File: config.mk
export PLATFORM = sky130hd
export DESIGN_NAME = dcm_lock_supervisor
export DESIGN_NICKNAME = d
export VERILOG_FILES = /design/src/rtl/dcm_lock_supervisor_pkg.sv /design/src/rtl/dcm_lock_supervisor_sync.sv /design/src/rtl/dcm_lock_supervisor.sv
export SDC_FILE = /design/constraint.sdc
export NUM_CORES = 1
export LEC_CHECK = 0
export CAP_MARGIN = 20
export CELL_PAD_IN_SITES_DETAIL_PLACEMENT = 1
export CELL_PAD_IN_SITES_GLOBAL_PLACEMENT = 2
export CORE_MARGIN = 2
export CORE_UTILIZATION = 31
export CTS_BUF_LIST = sky130_fd_sc_hd__clkbuf_8
export DETAILED_ROUTE_END_ITERATION = 16
export PLACE_DENSITY_LB_ADDON = 0.1
export SLEW_MARGIN = 25
export SYNTH_ARGS = -nofsm -noshare
export SYNTH_HDL_FRONTEND = slang
export SYNTH_SLANG_ARGS = --single-unit
File: constraint.sdc
create_clock -name clk_i -period 2.1 [get_ports clk_i]
set_input_delay 0.315 -clock clk_i [delete_from_list [all_inputs] [get_ports clk_i]]
set_output_delay 0.315 -clock clk_i [all_outputs]
set_load 0.01 [all_outputs]
File: src/rtl/dcm_lock_supervisor_pkg.sv
// Shared clock-management definitions for the DCM lock supervisor.
// Contents:
//   sup_state_t           - supervisor FSM state encoding (visible on state_o)
//   STATUS_CLKFX_STOPPED  - bit of the DCM STATUS bus that flags CLKFX stopped
//   TIMER_WIDTH           - width of the shared phase timer (covers every limit)
//   sat_inc4 / sat_inc16  - saturating increment helpers for the counters
package dcm_lock_supervisor_pkg;

    typedef enum logic [2:0] {
        ST_IDLE       = 3'd0,
        ST_RESET      = 3'd1,
        ST_WAIT_LOCK  = 3'd2,
        ST_STABLE_CHK = 3'd3,
        ST_LOCKED     = 3'd4,
        ST_FAIL       = 3'd5
    } sup_state_t;

    localparam int STATUS_CLKFX_STOPPED = 2;
    localparam int TIMER_WIDTH          = 24;

    function automatic logic [3:0] sat_inc4(input logic [3:0] value);
        return (value == 4'hF) ? value : value + 4'd1;
    endfunction

    function automatic logic [15:0] sat_inc16(input logic [15:0] value);
        return (value == 16'hFFFF) ? value : value + 16'd1;
    endfunction

endpackage

File: src/rtl/dcm_lock_supervisor_sync.sv
// Two-flop synchronizer for a single level signal crossing into clk.
// Ports:
//   clk   - destination clock
//   reset - synchronous active-high reset, clears both flops
//   din   - asynchronous input level
//   dout  - synchronized level, two clk edges behind din
module bit_synchronizer (
    input  logic clk,
    input  logic reset,
    input  logic din,
    output logic dout
);

    logic meta;

    // First flop may go metastable; the second gives it a full cycle to settle.
    always_ff @(posedge clk) begin
        if (reset) begin
            meta <= 1'b0;
            dout <= 1'b0;
        end else begin
            meta <= din;
            dout <= meta;
        end
    end

endmodule

File: src/rtl/dcm_lock_supervisor.sv
// DCM lock supervisor: pulses the DCM reset, waits for LOCKED with a timeout,
// qualifies the lock over a run of consecutive good cycles, and retries on
// timeout until an optional retry limit is exhausted.
// Ports:
//   clk_i           - single clock, all logic on its rising edge
//   reset_i         - synchronous active-high reset
//   enable_i        - supervisor run enable; low parks the FSM in IDLE
//   dcm_locked_i    - raw DCM LOCKED (asynchronous)
//   dcm_status_i    - raw DCM STATUS (asynchronous), bit 2 = CLKFX stopped
//   clksel_change_i - one-cycle pulse on a clock-source change, forces relock
//   retry_limit_i   - max consecutive timeouts, 0 = unlimited
//   dcm_rst_o       - registered DCM reset request
//   locked_o        - qualified stable lock
//   fail_o          - retry limit exhausted
//   state_o         - current FSM state encoding
//   retry_count_o   - consecutive timeouts since last lock (saturates at 15)
//   lost_count_o    - lock losses while LOCKED (saturates at 0xFFFF)
module dcm_lock_supervisor
    import dcm_lock_supervisor_pkg::*;
#(
    parameter int RST_CYCLES    = 4,
    parameter int STABLE_CYCLES = 255,
    parameter int LOCK_TIMEOUT  = 65535
) (
    input  logic        clk_i,
    input  logic        reset_i,
    input  logic        enable_i,
    input  logic        dcm_locked_i,
    input  logic [7:0]  dcm_status_i,
    input  logic        clksel_change_i,
    input  logic [3:0]  retry_limit_i,
    output logic        dcm_rst_o,
    output logic        locked_o,
    output logic        fail_o,
    output logic [2:0]  state_o,
    output logic [3:0]  retry_count_o,
    output logic [15:0] lost_count_o
);

    localparam logic [TIMER_WIDTH-1:0] RST_LAST     = TIMER_WIDTH'(RST_CYCLES - 1);
    localparam logic [TIMER_WIDTH-1:0] STABLE_LAST  = TIMER_WIDTH'(STABLE_CYCLES - 1);
    localparam logic [TIMER_WIDTH-1:0] TIMEOUT_LAST = TIMER_WIDTH'(LOCK_TIMEOUT - 1);

    sup_state_t             state, next_state;
    logic [TIMER_WIDTH-1:0] timer, next_timer;
    logic [3:0]             retry_count, next_retry, retry_inc;
    logic [15:0]            lost_count, next_lost;
    logic                   locked_s, fxstop_s, good;
    logic                   status_unused;

    // Only the CLKFX-stopped bit of STATUS matters; the rest is deliberately dropped.
    assign status_unused = ^(dcm_status_i & ~(8'd1 << STATUS_CLKFX_STOPPED));

    bit_synchronizer u_sync_locked (
        .clk   (clk_i),
        .reset (reset_i),
        .din   (dcm_locked_i),
        .dout  (locked_s)
    );

    bit_synchronizer u_sync_fxstop (
        .clk   (clk_i),
        .reset (reset_i),
        .din   (dcm_status_i[STATUS_CLKFX_STOPPED]),
        .dout  (fxstop_s)
    );

    // The DCM is only trusted while it reports lock and CLKFX is running.
    assign good = locked_s & ~fxstop_s;

    // Next-state logic. Disable beats a clock-source change, which beats the
    // per-state rules. One shared timer serves RESET length, lock timeout and
    // stability run; it restarts from zero on every state change.
    always_comb begin
        next_state = state;
        next_timer = '0;
        next_retry = retry_count;
        next_lost  = lost_count;
        retry_inc  = sat_inc4(retry_count);

        if (!enable_i) begin
            next_state = ST_IDLE;
            next_retry = '0;
        end else if (clksel_change_i && state != ST_IDLE) begin
            next_state = ST_RESET;
            next_retry = '0;
        end else begin
            case (state)
                ST_IDLE: begin
                    next_state = ST_RESET;
                end
                ST_RESET: begin
                    if (timer == RST_LAST) begin
                        next_state = ST_WAIT_LOCK;
                    end else begin
                        next_timer = timer + 1'b1;
                    end
                end
                ST_WAIT_LOCK: begin
                    if (good) begin
                        next_state = ST_STABLE_CHK;
                    end else if (timer == TIMEOUT_LAST) begin
                        next_retry = retry_inc;
                        if (retry_limit_i != 4'd0 && retry_inc == retry_limit_i) begin
                            next_state = ST_FAIL;
                        end else begin
                            next_state = ST_RESET;
                        end
                    end else begin
                        next_timer = timer + 1'b1;
                    end
                end
                ST_STABLE_CHK: begin
                    if (!good) begin
                        next_state = ST_WAIT_LOCK;
                    end else if (timer == STABLE_LAST) begin
                        next_state = ST_LOCKED;
                        next_retry = '0;
                    end else begin
                        next_timer = timer + 1'b1;
                    end
                end
                ST_LOCKED: begin
                    if (!good) begin
                        next_state = ST_RESET;
                        next_lost  = sat_inc16(lost_count);
                    end
                end
                ST_FAIL: begin
                    next_state = ST_FAIL;
                end
                default: begin
                    next_state = ST_IDLE;
                end
            endcase
        end

        if (next_state != state) begin
            next_timer = '0;
        end
    end

    // State, counters and outputs all update together; the flag outputs are
    // decoded from next_state so they change on the same edge as the state.
    always_ff @(posedge clk_i) begin
        if (reset_i) begin
            state       <= ST_IDLE;
            timer       <= '0;
            retry_count <= '0;
            lost_count  <= '0;
            dcm_rst_o   <= 1'b1;
            locked_o    <= 1'b0;
            fail_o      <= 1'b0;
        end else begin
            state       <= next_state;
            timer       <= next_timer;
            retry_count <= next_retry;
            lost_count  <= next_lost;
            dcm_rst_o   <= (next_state == ST_IDLE) || (next_state == ST_RESET);
            locked_o    <= (next_state == ST_LOCKED);
            fail_o      <= (next_state == ST_FAIL);
        end
    end

    assign state_o       = state;
    assign retry_count_o = retry_count;
    assign lost_count_o  = lost_count;

endmodule
==> impl_metrics.prom, run 1 <==
# TYPE chip_impl_metric gauge
chip_impl_info{name="hold_path.class",value="reg -> reg"} 1
chip_impl_metric{name="grt_first_pass_wirelength",unit="um"} 12500
chip_impl_metric{name="synthesis.instances",unit=""} 311
chip_impl_metric{name="switchingPower",unit="mW"} 0.406
chip_impl_metric{name="reg2regPathDepth",unit=""} 6
chip_impl_metric{name="clockPowerShare",unit="%"} 35.7
chip_impl_metric{name="synth_nets",unit=""} 332
chip_impl_metric{name="critical_path_peak_fanout",unit=""} 12
chip_impl_metric{name="fp.dieW",unit="um"} 98.7
chip_impl_metric{name="final-setup-viol-count",unit=""} 0
chip_impl_metric{name="tightestPinTransition",unit="ps"} 477
chip_impl_metric{name="fill_cells",unit=""} 1027
chip_impl_info{name="synth_area_leaders",value="dfxtp_1 39%, nor2_1 7.0%, xnor2_1 6.0%, xor2_1 6.0%, nand2_1 3.0%"} 1
chip_impl_metric{name="syn_area_per_cell",unit="um2"} 8.94
chip_impl_metric{name="synth_top_area_share",unit="%"} 38.9
chip_impl_metric{name="dpl_cell_area",unit="mm2"} 0.00359
chip_impl_metric{name="n_antenna_cell",unit=""} 0
chip_impl_metric{name="sequential_power_share",unit="%"} 59.0
chip_impl_info{name="yosys_most_used_dff",value="dfxtp_1"} 1
chip_impl_info{name="cp_top_family",value="simple AND/OR/NAND/NOR gates"} 1
chip_impl_metric{name="combPwrFrac",unit="%"} 5.4
chip_impl_metric{name="port_buffers",unit=""} 35
chip_impl_info{name="grt_setup_unrepaired",value="true"} 1
chip_impl_metric{name="drt-initial-drc-count",unit=""} 62
chip_impl_metric{name="timing.hold.worst_path_depth",unit=""} 1
chip_impl_metric{name="num-nets-final",unit=""} 419
chip_impl_metric{name="critical_path_arrival",unit="ps"} 2290
chip_impl_info{name="final_cell_mix",value="52 x nor2_1, 49 x dfxtp_1, 49 x buf_4, 35 x clkdlybuf4s50_1, 22 x nand2_1"} 1
chip_impl_metric{name="timing.final.crit_share",unit="%"} 98.7
chip_impl_info{name="startpoint_type",value="flip-flop"} 1
chip_impl_metric{name="track_usage",unit="%"} 15.5
chip_impl_metric{name="peakVddDrop",unit="V"} 0.000232
chip_impl_info{name="timing.setup.critical_path_class",value="reg -> reg"} 1
chip_impl_metric{name="clock_sink_count",unit=""} 54
chip_impl_metric{name="wl",unit="um"} 7220
chip_impl_info{name="clock_tree_from_tritoncts",value="done"} 1
chip_impl_metric{name="cts_made_buffers",unit=""} 5
chip_impl_metric{name="p_int",unit="mW"} 1.34
chip_impl_info{name="synth_top_cell_by_area",value="dfxtp_1"} 1
chip_impl_metric{name="total_leakage_power",unit="nW"} 1.41
chip_impl_metric{name="power.share.switching",unit="%"} 23.3
chip_impl_metric{name="io_pins",unit=""} 43
chip_impl_info{name="slowest_stage",value="or4_4"} 1
chip_impl_metric{name="instances_no_fill",unit=""} 507
chip_impl_metric{name="cap_violations",unit=""} 0
chip_impl_metric{name="ys.warnings.count",unit=""} 0
chip_impl_info{name="critPathCaptureType",value="flip-flop"} 1
chip_impl_metric{name="setup_slack",unit="ps"} 26.3
chip_impl_metric{name="layout.area.seq",unit="mm2"} 0.00109
chip_impl_metric{name="grt_antenna_before_repair",unit=""} 0
chip_impl_metric{name="number_of_enable_flip_flop_cells_after_synthesis",unit=""} 0
chip_impl_metric{name="deepest_level_of_the_cts_h_tree",unit=""} 2
chip_impl_metric{name="power_per_cell_area",unit="mW/mm2"} 457
chip_impl_metric{name="dp_cells",unit=""} 495
chip_impl_metric{name="globalRouteOverflowTotal",unit=""} 0
chip_impl_metric{name="post_drt_via_cell_ratio",unit=""} 4.92
chip_impl_metric{name="vertical_extent_of_the_die",unit="um"} 98.7
chip_impl_metric{name="slowest_delay",unit="ps"} 530
chip_impl_metric{name="cp.buffers_inverters",unit=""} 1
chip_impl_metric{name="largest_net_degree_at_the_start_of_global_routing",unit=""} 25
chip_impl_metric{name="place_ws",unit="ps"} -331
chip_impl_metric{name="crit_path_time_final",unit="ps"} 2070
chip_impl_info{name="crit_path_cell_trace",value="or4_4 > nor4_4 > o31ai_2 > o211ai_2 > clkbuf_16 > nor2_1"} 1
chip_impl_metric{name="postSynth.asyncResetShare",unit="%"} 0
chip_impl_metric{name="hold_viol",unit=""} 0
chip_impl_metric{name="final_cell_area",unit="mm2"} 0.00381
chip_impl_metric{name="tns",unit="ps"} 0
chip_impl_metric{name="place.gp.congestion",unit=""} 0.748
chip_impl_info{name="mostFrequentLayoutCell",value="nor2_1"} 1
chip_impl_metric{name="design.die.area",unit="mm2"} 0.00974
chip_impl_metric{name="grt_pass1_vias",unit=""} 2625
chip_impl_metric{name="syn_area",unit="mm2"} 0.00278
chip_impl_metric{name="place_hpwl",unit="um"} 5350
chip_impl_metric{name="initial_utilization",unit="%"} 31.9
chip_impl_metric{name="area_growth_syn_to_layout",unit="%"} 37.2
chip_impl_metric{name="number_of_storage_elements_in_the_synthesis_netlist",unit=""} 54
chip_impl_metric{name="dr.pass1.iters",unit=""} 4
chip_impl_metric{name="drtAntennaViolNets",unit=""} 0
chip_impl_metric{name="hold_ws",unit="ps"} 457
chip_impl_metric{name="layout-drive-gt1-share",unit="%"} 25.6
chip_impl_metric{name="clk_pin_slew",unit="ps"} 110
chip_impl_metric{name="timing_max_transition_violations_final",unit=""} 0
chip_impl_metric{name="wire_per_inst",unit="um"} 14.2
chip_impl_metric{name="residual_drc",unit=""} 0
chip_impl_metric{name="netlist-cell-type-count",unit=""} 52
chip_impl_metric{name="synth_sequential_area_ratio",unit="%"} 38.9
chip_impl_metric{name="clk_latency",unit="ps"} 310
chip_impl_metric{name="num_vias",unit=""} 2494
chip_impl_metric{name="row_count",unit=""} 34
chip_impl_metric{name="max-slew-margin-rel",unit="%"} 68.1
chip_impl_metric{name="multiInputGateArea",unit="mm2"} 0.00170
chip_impl_metric{name="cts_buffer_depth",unit=""} 2
chip_impl_metric{name="highest_attainable_clock_frequency",unit="GHz"} 0.482
chip_impl_metric{name="floorplan.core_area",unit="mm2"} 0.00872
chip_impl_metric{name="data_required_time_at_the_worst_endpoint",unit="ps"} 2320
chip_impl_metric{name="timing.critical_path.depth",unit=""} 6
chip_impl_metric{name="post_cts_hold_buffer_count",unit=""} 0
chip_impl_info{name="cts_root_buffer",value="clkbuf_8"} 1
chip_impl_metric{name="final.setup_skew",unit="ps"} 9.96
chip_impl_info{name="result_of_the_run",value="finished, final reports clean"} 1
-- flip-flops by register name, indices dropped and copies added (netlist names), 3 cells and up --
register	flops
timer	24
lost_count_o	16
retry_count_o	4
state_o	3
-- logic make-up (layout without fill, tap and decap cells) --
family | after synthesis | after routing | synth area share, %
and+or+nand+nor | 163 | 163 | 33.5
DFF | 54 | 54 | 38.9
xor gates and xnor gates | 38 | 38 | 12.0
AOI/OAI and AO/OA | 31 | 32 | 9.05
buffers and inverters | 16 | 103 | 3.01
muxes | 5 | 5 | 1.80
adders and majority gates | 4 | 4 | 1.80
-- cells in the mapped netlist, drive strengths merged (3+ instances only) --
cell     n
clkbuf   3
xnor2   19
buf      4
nor2    62
nand3   15
or3      3
and4     4
and3     6
xor2    19
a21oi    5
o31ai    3
ha       4
nor3    11
nand4   12
nand2   22
o21ai    4
mux2i    5
o211ai   4
dfxtp   54
nor2b    6
nor4     7
inv      9
nand2b   8
-- worst reg2reg max path, cell delays in order (launching register included) --
cell       delay, ps
dfxtp_4          390
or4_4            530
nor4_4           340
o31ai_2          120
o211ai_2         290
clkbuf_16        250
nor2_1            60
-- stage by stage --
stage / power [mW] / utilization (%)
final: 1.74 / 43.7
after global routing: 1.82 / 43.7
after CTS: 1.78 / 42.4
after detailed placement: 1.14 / 41.2
after global placement: 1.14 / 41.2
after floorplan: 1.09 / -
-- timing repair --
item	in CTS	in global routing
pin swaps	0	4
buffers inserted	0	2
setup endpoints to repair	28	35
gates cloned	0	2
gates resized for setup	3	13
-- power groups by stage --
| stage | Clock, mW | Sequential (mW) | Combinational (mW) |
|---|---|---|---|
| after global placement | 0 | 1.05 | 0.0883 |
| after detailed placement | 0 | 1.05 | 0.0889 |
| final | 0.622 | 1.03 | 0.0939 |
| after CTS | 0.657 | 1.03 | 0.0894 |
| after global routing | 0.682 | 1.03 | 0.104 |
| after floorplan | 0 | 1.05 | 0.0401 |
-- area by class of cell --
class                   count  area share, %
clock buffers               6           2.17
flip-flops and latches     54           28.6
clock inverters             2          0.230
inverters                   9          0.886
multi-input cells         242           44.6
repair buffers             86           20.0
well taps                 108           3.54
-- path summary, 6_finish.rpt --
| kind | start | endpoint | slack (ps) |
|---|---|---|---|
| setup / recovery | timer[5] | timer[15] | 30 |
| hold reg to reg | u_sync_fxstop.meta | u_sync_fxstop.dout | 460 |
| setup reg to reg | timer[5] | timer[15] | 30 |
| hold / removal | u_sync_fxstop.meta | u_sync_fxstop.dout | 460 |
-- metal layers --
layer	vias to the layer above	routed length [um]	GRT usage, %
li1	1256	-	-
met1	1199	3370	19.3
met4	0	128	4.74
met5	-	0	0
met3	10	158	2.41
met2	29	3570	27.4
Power figures use the tool's default switching activity.
==> run 2, diff against run 1 <==
CAP_MARGIN = default   (was 20)
CTS_CLUSTER_SIZE = 30   (was default)
==> results of run 2 <==
Same layout as run 1: the final DEF is identical, and so are final timing and power.
==> run 3, diff against run 2 <==
CORE_UTILIZATION = 30   (was 31)
HOLD_SLACK_MARGIN = 0.15   (was default)
SYNTH_HIERARCHICAL = 1   (was default)
==> run 3 against run 2 <==
Register-to-register slack got worse by 20 ps. Flip-flop and latch count is the same. Area after synthesis up 1.6%. Hold slack lost 8.3 ps. Fmax down 1.0%. Setup slack worse by 22 ps. Sequential power is essentially flat. Clock-buffer cell count down 1. Clock power up 15%. Combinational power rose by 3.7%. Critical path type unchanged. Highest routed layer unchanged.
==> impl_metrics.prom, run 3 <==
# TYPE chip_impl_metric gauge
chip_impl_info{name="result_of_the_run",value="finished, final reports clean"} 1
chip_impl_metric{name="grt_first_pass_wirelength",unit="um"} 12700
chip_impl_info{name="clock_tree_from_tritoncts",value="done"} 1
chip_impl_metric{name="cts_buffer_depth",unit=""} 2
chip_impl_metric{name="clk_latency",unit="ps"} 320
chip_impl_metric{name="synthesis.instances",unit=""} 329
chip_impl_metric{name="largest_register_ff_count",unit=""} 24
chip_impl_metric{name="residual_drc",unit=""} 0
chip_impl_metric{name="number_of_enable_flip_flop_cells_after_synthesis",unit=""} 0
chip_impl_metric{name="synth_sequential_area_ratio",unit="%"} 38.3
chip_impl_metric{name="io_pins",unit=""} 43
chip_impl_info{name="cts_root_buffer",value="clkbuf_8"} 1
chip_impl_metric{name="place_hpwl",unit="um"} 5570
chip_impl_metric{name="hold_viol",unit=""} 0
chip_impl_metric{name="num-nets-final",unit=""} 429
chip_impl_metric{name="instances_no_fill",unit=""} 520
chip_impl_metric{name="final-setup-viol-count",unit=""} 0
chip_impl_metric{name="number_of_storage_elements_in_the_synthesis_netlist",unit=""} 54
chip_impl_metric{name="row_count",unit=""} 35
chip_impl_metric{name="total_leakage_power",unit="nW"} 1.38
chip_impl_metric{name="max-slew-margin-rel",unit="%"} 72.2
chip_impl_metric{name="clock_sink_count",unit=""} 54
chip_impl_metric{name="syn_area_per_cell",unit="um2"} 8.58
chip_impl_metric{name="grt_antenna_before_repair",unit=""} 0
chip_impl_metric{name="highest_attainable_clock_frequency",unit="GHz"} 0.477
chip_impl_metric{name="synth_nets",unit=""} 350
chip_impl_metric{name="cap_violations",unit=""} 0
chip_impl_metric{name="wire_per_inst",unit="um"} 14.8
chip_impl_metric{name="ys.warnings.count",unit=""} 6
chip_impl_metric{name="post_cts_hold_buffer_count",unit=""} 0
chip_impl_metric{name="place.gp.congestion",unit=""} 0.742
chip_impl_metric{name="dr.pass1.iters",unit=""} 4
chip_impl_info{name="synth_top_cell_by_area",value="dfxtp_1"} 1
chip_impl_metric{name="critical_path_peak_fanout",unit=""} 6
chip_impl_info{name="synth_area_leaders",value="dfxtp_1 38%, nor2_1 6.8%, xor2_1 6.2%, xnor2_1 5.9%, nand3_1 3.7%"} 1
chip_impl_info{name="grt_setup_unrepaired",value="true"} 1
chip_impl_metric{name="fp.dieW",unit="um"} 101
chip_impl_metric{name="deepest_level_of_the_cts_h_tree",unit=""} 2
chip_impl_metric{name="synth_top_area_share",unit="%"} 38.3
chip_impl_metric{name="final.setup_skew",unit="ps"} 13.2
chip_impl_metric{name="grt_pass1_vias",unit=""} 2609
chip_impl_metric{name="globalRouteOverflowTotal",unit=""} 0
chip_impl_info{name="yosys_most_used_dff",value="dfxtp_1"} 1
chip_impl_metric{name="tightestPinTransition",unit="ps"} 415
chip_impl_metric{name="critical_path_arrival",unit="ps"} 2310
chip_impl_metric{name="power_per_cell_area",unit="mW/mm2"} 469
chip_impl_metric{name="cts_made_buffers",unit=""} 5
chip_impl_info{name="synth_most_common_cell",value="dfxtp_1"} 1
chip_impl_metric{name="post_drt_via_cell_ratio",unit=""} 5.00
chip_impl_metric{name="design.die.area",unit="mm2"} 0.0102
chip_impl_metric{name="drt-initial-drc-count",unit=""} 82
chip_impl_metric{name="syn_area",unit="mm2"} 0.00282
chip_impl_info{name="hold_path.class",value="reg -> reg"} 1
chip_impl_metric{name="port_buffers",unit=""} 35
chip_impl_info{name="critPathCaptureType",value="flip-flop"} 1
chip_impl_metric{name="area_growth_syn_to_layout",unit="%"} 38.9
chip_impl_metric{name="data_required_time_at_the_worst_endpoint",unit="ps"} 2320
chip_impl_metric{name="n_antenna_cell",unit=""} 0
chip_impl_metric{name="wl",unit="um"} 7720
chip_impl_info{name="startpoint_type",value="flip-flop"} 1
chip_impl_metric{name="timing_max_transition_violations_final",unit=""} 0
chip_impl_metric{name="track_usage",unit="%"} 15.5
chip_impl_info{name="mostFrequentLayoutCell",value="dfxtp_1"} 1
chip_impl_metric{name="tns",unit="ps"} 0
chip_impl_metric{name="crit_path_time_final",unit="ps"} 2100
chip_impl_metric{name="num_vias",unit=""} 2598
chip_impl_metric{name="postSynth.asyncResetShare",unit="%"} 0
chip_impl_metric{name="largest_net_degree_at_the_start_of_global_routing",unit=""} 25
chip_impl_metric{name="vertical_extent_of_the_die",unit="um"} 101
chip_impl_metric{name="peakVddDrop",unit="V"} 0.000353
chip_impl_metric{name="timing.final.crit_share",unit="%"} 99.8
chip_impl_metric{name="netlist-cell-type-count",unit=""} 56
chip_impl_info{name="final_cell_mix",value="51 x dfxtp_1, 49 x nor2_1, 44 x buf_4, 35 x clkdlybuf4s50_1, 25 x nand2_1"} 1
chip_impl_metric{name="initial_utilization",unit="%"} 30.7
chip_impl_metric{name="layout-drive-gt1-share",unit="%"} 24.2
chip_impl_metric{name="drtAntennaViolNets",unit=""} 0
chip_impl_info{name="timing.setup.critical_path_class",value="reg -> reg"} 1
chip_impl_metric{name="clk_pin_slew",unit="ps"} 100
chip_impl_info{name="synth_common_cells",value="54 x dfxtp_1, 51 x nor2_1, 25 x nand2_1, 21 x nand3_1, 20 x xor2_1"} 1
chip_impl_metric{name="dp_cells",unit=""} 508
chip_impl_info{name="top_register",value="timer"} 1
chip_impl_metric{name="floorplan.core_area",unit="mm2"} 0.00920
## run 3: layout make-up
cell class	count	area (um2)
timing repair buffer	83	748
fill	1104	5270
clock inverter	3	41.3
clock buffer	5	68.8
multi-input combinational	256	1810
inverter	8	30.0
sequential	54	1080
tap	111	139
## run 3: report_power, final
group	leakage [nW]	switching, mW	internal [mW]	total (mW)
Clock	0.0556	0.361	0.352	0.713
Sequential	0.437	0.00247	1.03	1.03
Combinational	0.888	0.0492	0.0482	0.0974
Total	1.38	0.413	1.43	1.84
## run 3: repair_timing
item                                    CTS  global route
setup buffers                             0             2
endpoints found under the setup margin   31            33
pin swaps                                 5             5
cloned                                    0             2
resized for setup                        15            22
## run 3: per-stage QoR
stage	total power, mW	hold WS [ps]	utilization, %	instance area [um2]	setup slack, ps
4_1_cts	1.87	467	40.9	3760	-2.50
3_5_place_dp	1.14	442	38.9	3580	-218
5_1_grt	1.92	483	42.7	3920	-66.7
6_report	1.84	448	42.7	3920	4.80
3_3_place_gp	1.14	452	38.9	3580	-181
2_1_floorplan	1.10	387	-	2820	70.8
## run 3: critical path, cell delays in order, from the launching register on
cell       delay [ps]
dfxtp_1           320
or4_4             600
nand4bb_4         280
nor2_4            140
o22ai_2            90
o2111ai_4         310
clkbuf_16         220
nor2_1             40
## run 3: per-layer routing
metal | vias up | global-route usage, % | part of all wire, %
li1 | 1307 | - | -
met1 | 1255 | 21.0 | 50
met2 | 27 | 25.2 | 47
met3 | 9 | 2.70 | 2.2
met4 | 0 | 4.26 | 1.3
met5 | - | 0 | 0
## run 3: cells by family (layout without fill, tap and decap cells)
group | count (synthesis) | after routing | synth area share (%)
DFF | 54 | 54 | 38.3
buffers and inverters | 19 | 99 | 3.85
and+or+nand+nor | 175 | 175 | 33.9
muxes | 6 | 6 | 2.13
adders and majority gates | 4 | 4 | 1.77
AOI/OAI and AO/OA | 32 | 32 | 8.02
xor gates and xnor gates | 39 | 39 | 12.1
## run 3: worst paths after layout
| check | start | end | slack [ps] | depth (start not counted) |
|---|---|---|---|---|
| hold reg to reg | timer[0] | timer[0] | 450 | 1 |
| setup reg to reg | timer[16] | timer[14] | 5 | 7 |
| hold / removal | timer[0] | timer[0] | 450 | 1 |
| setup / recovery | timer[16] | timer[14] | 5 | 7 |
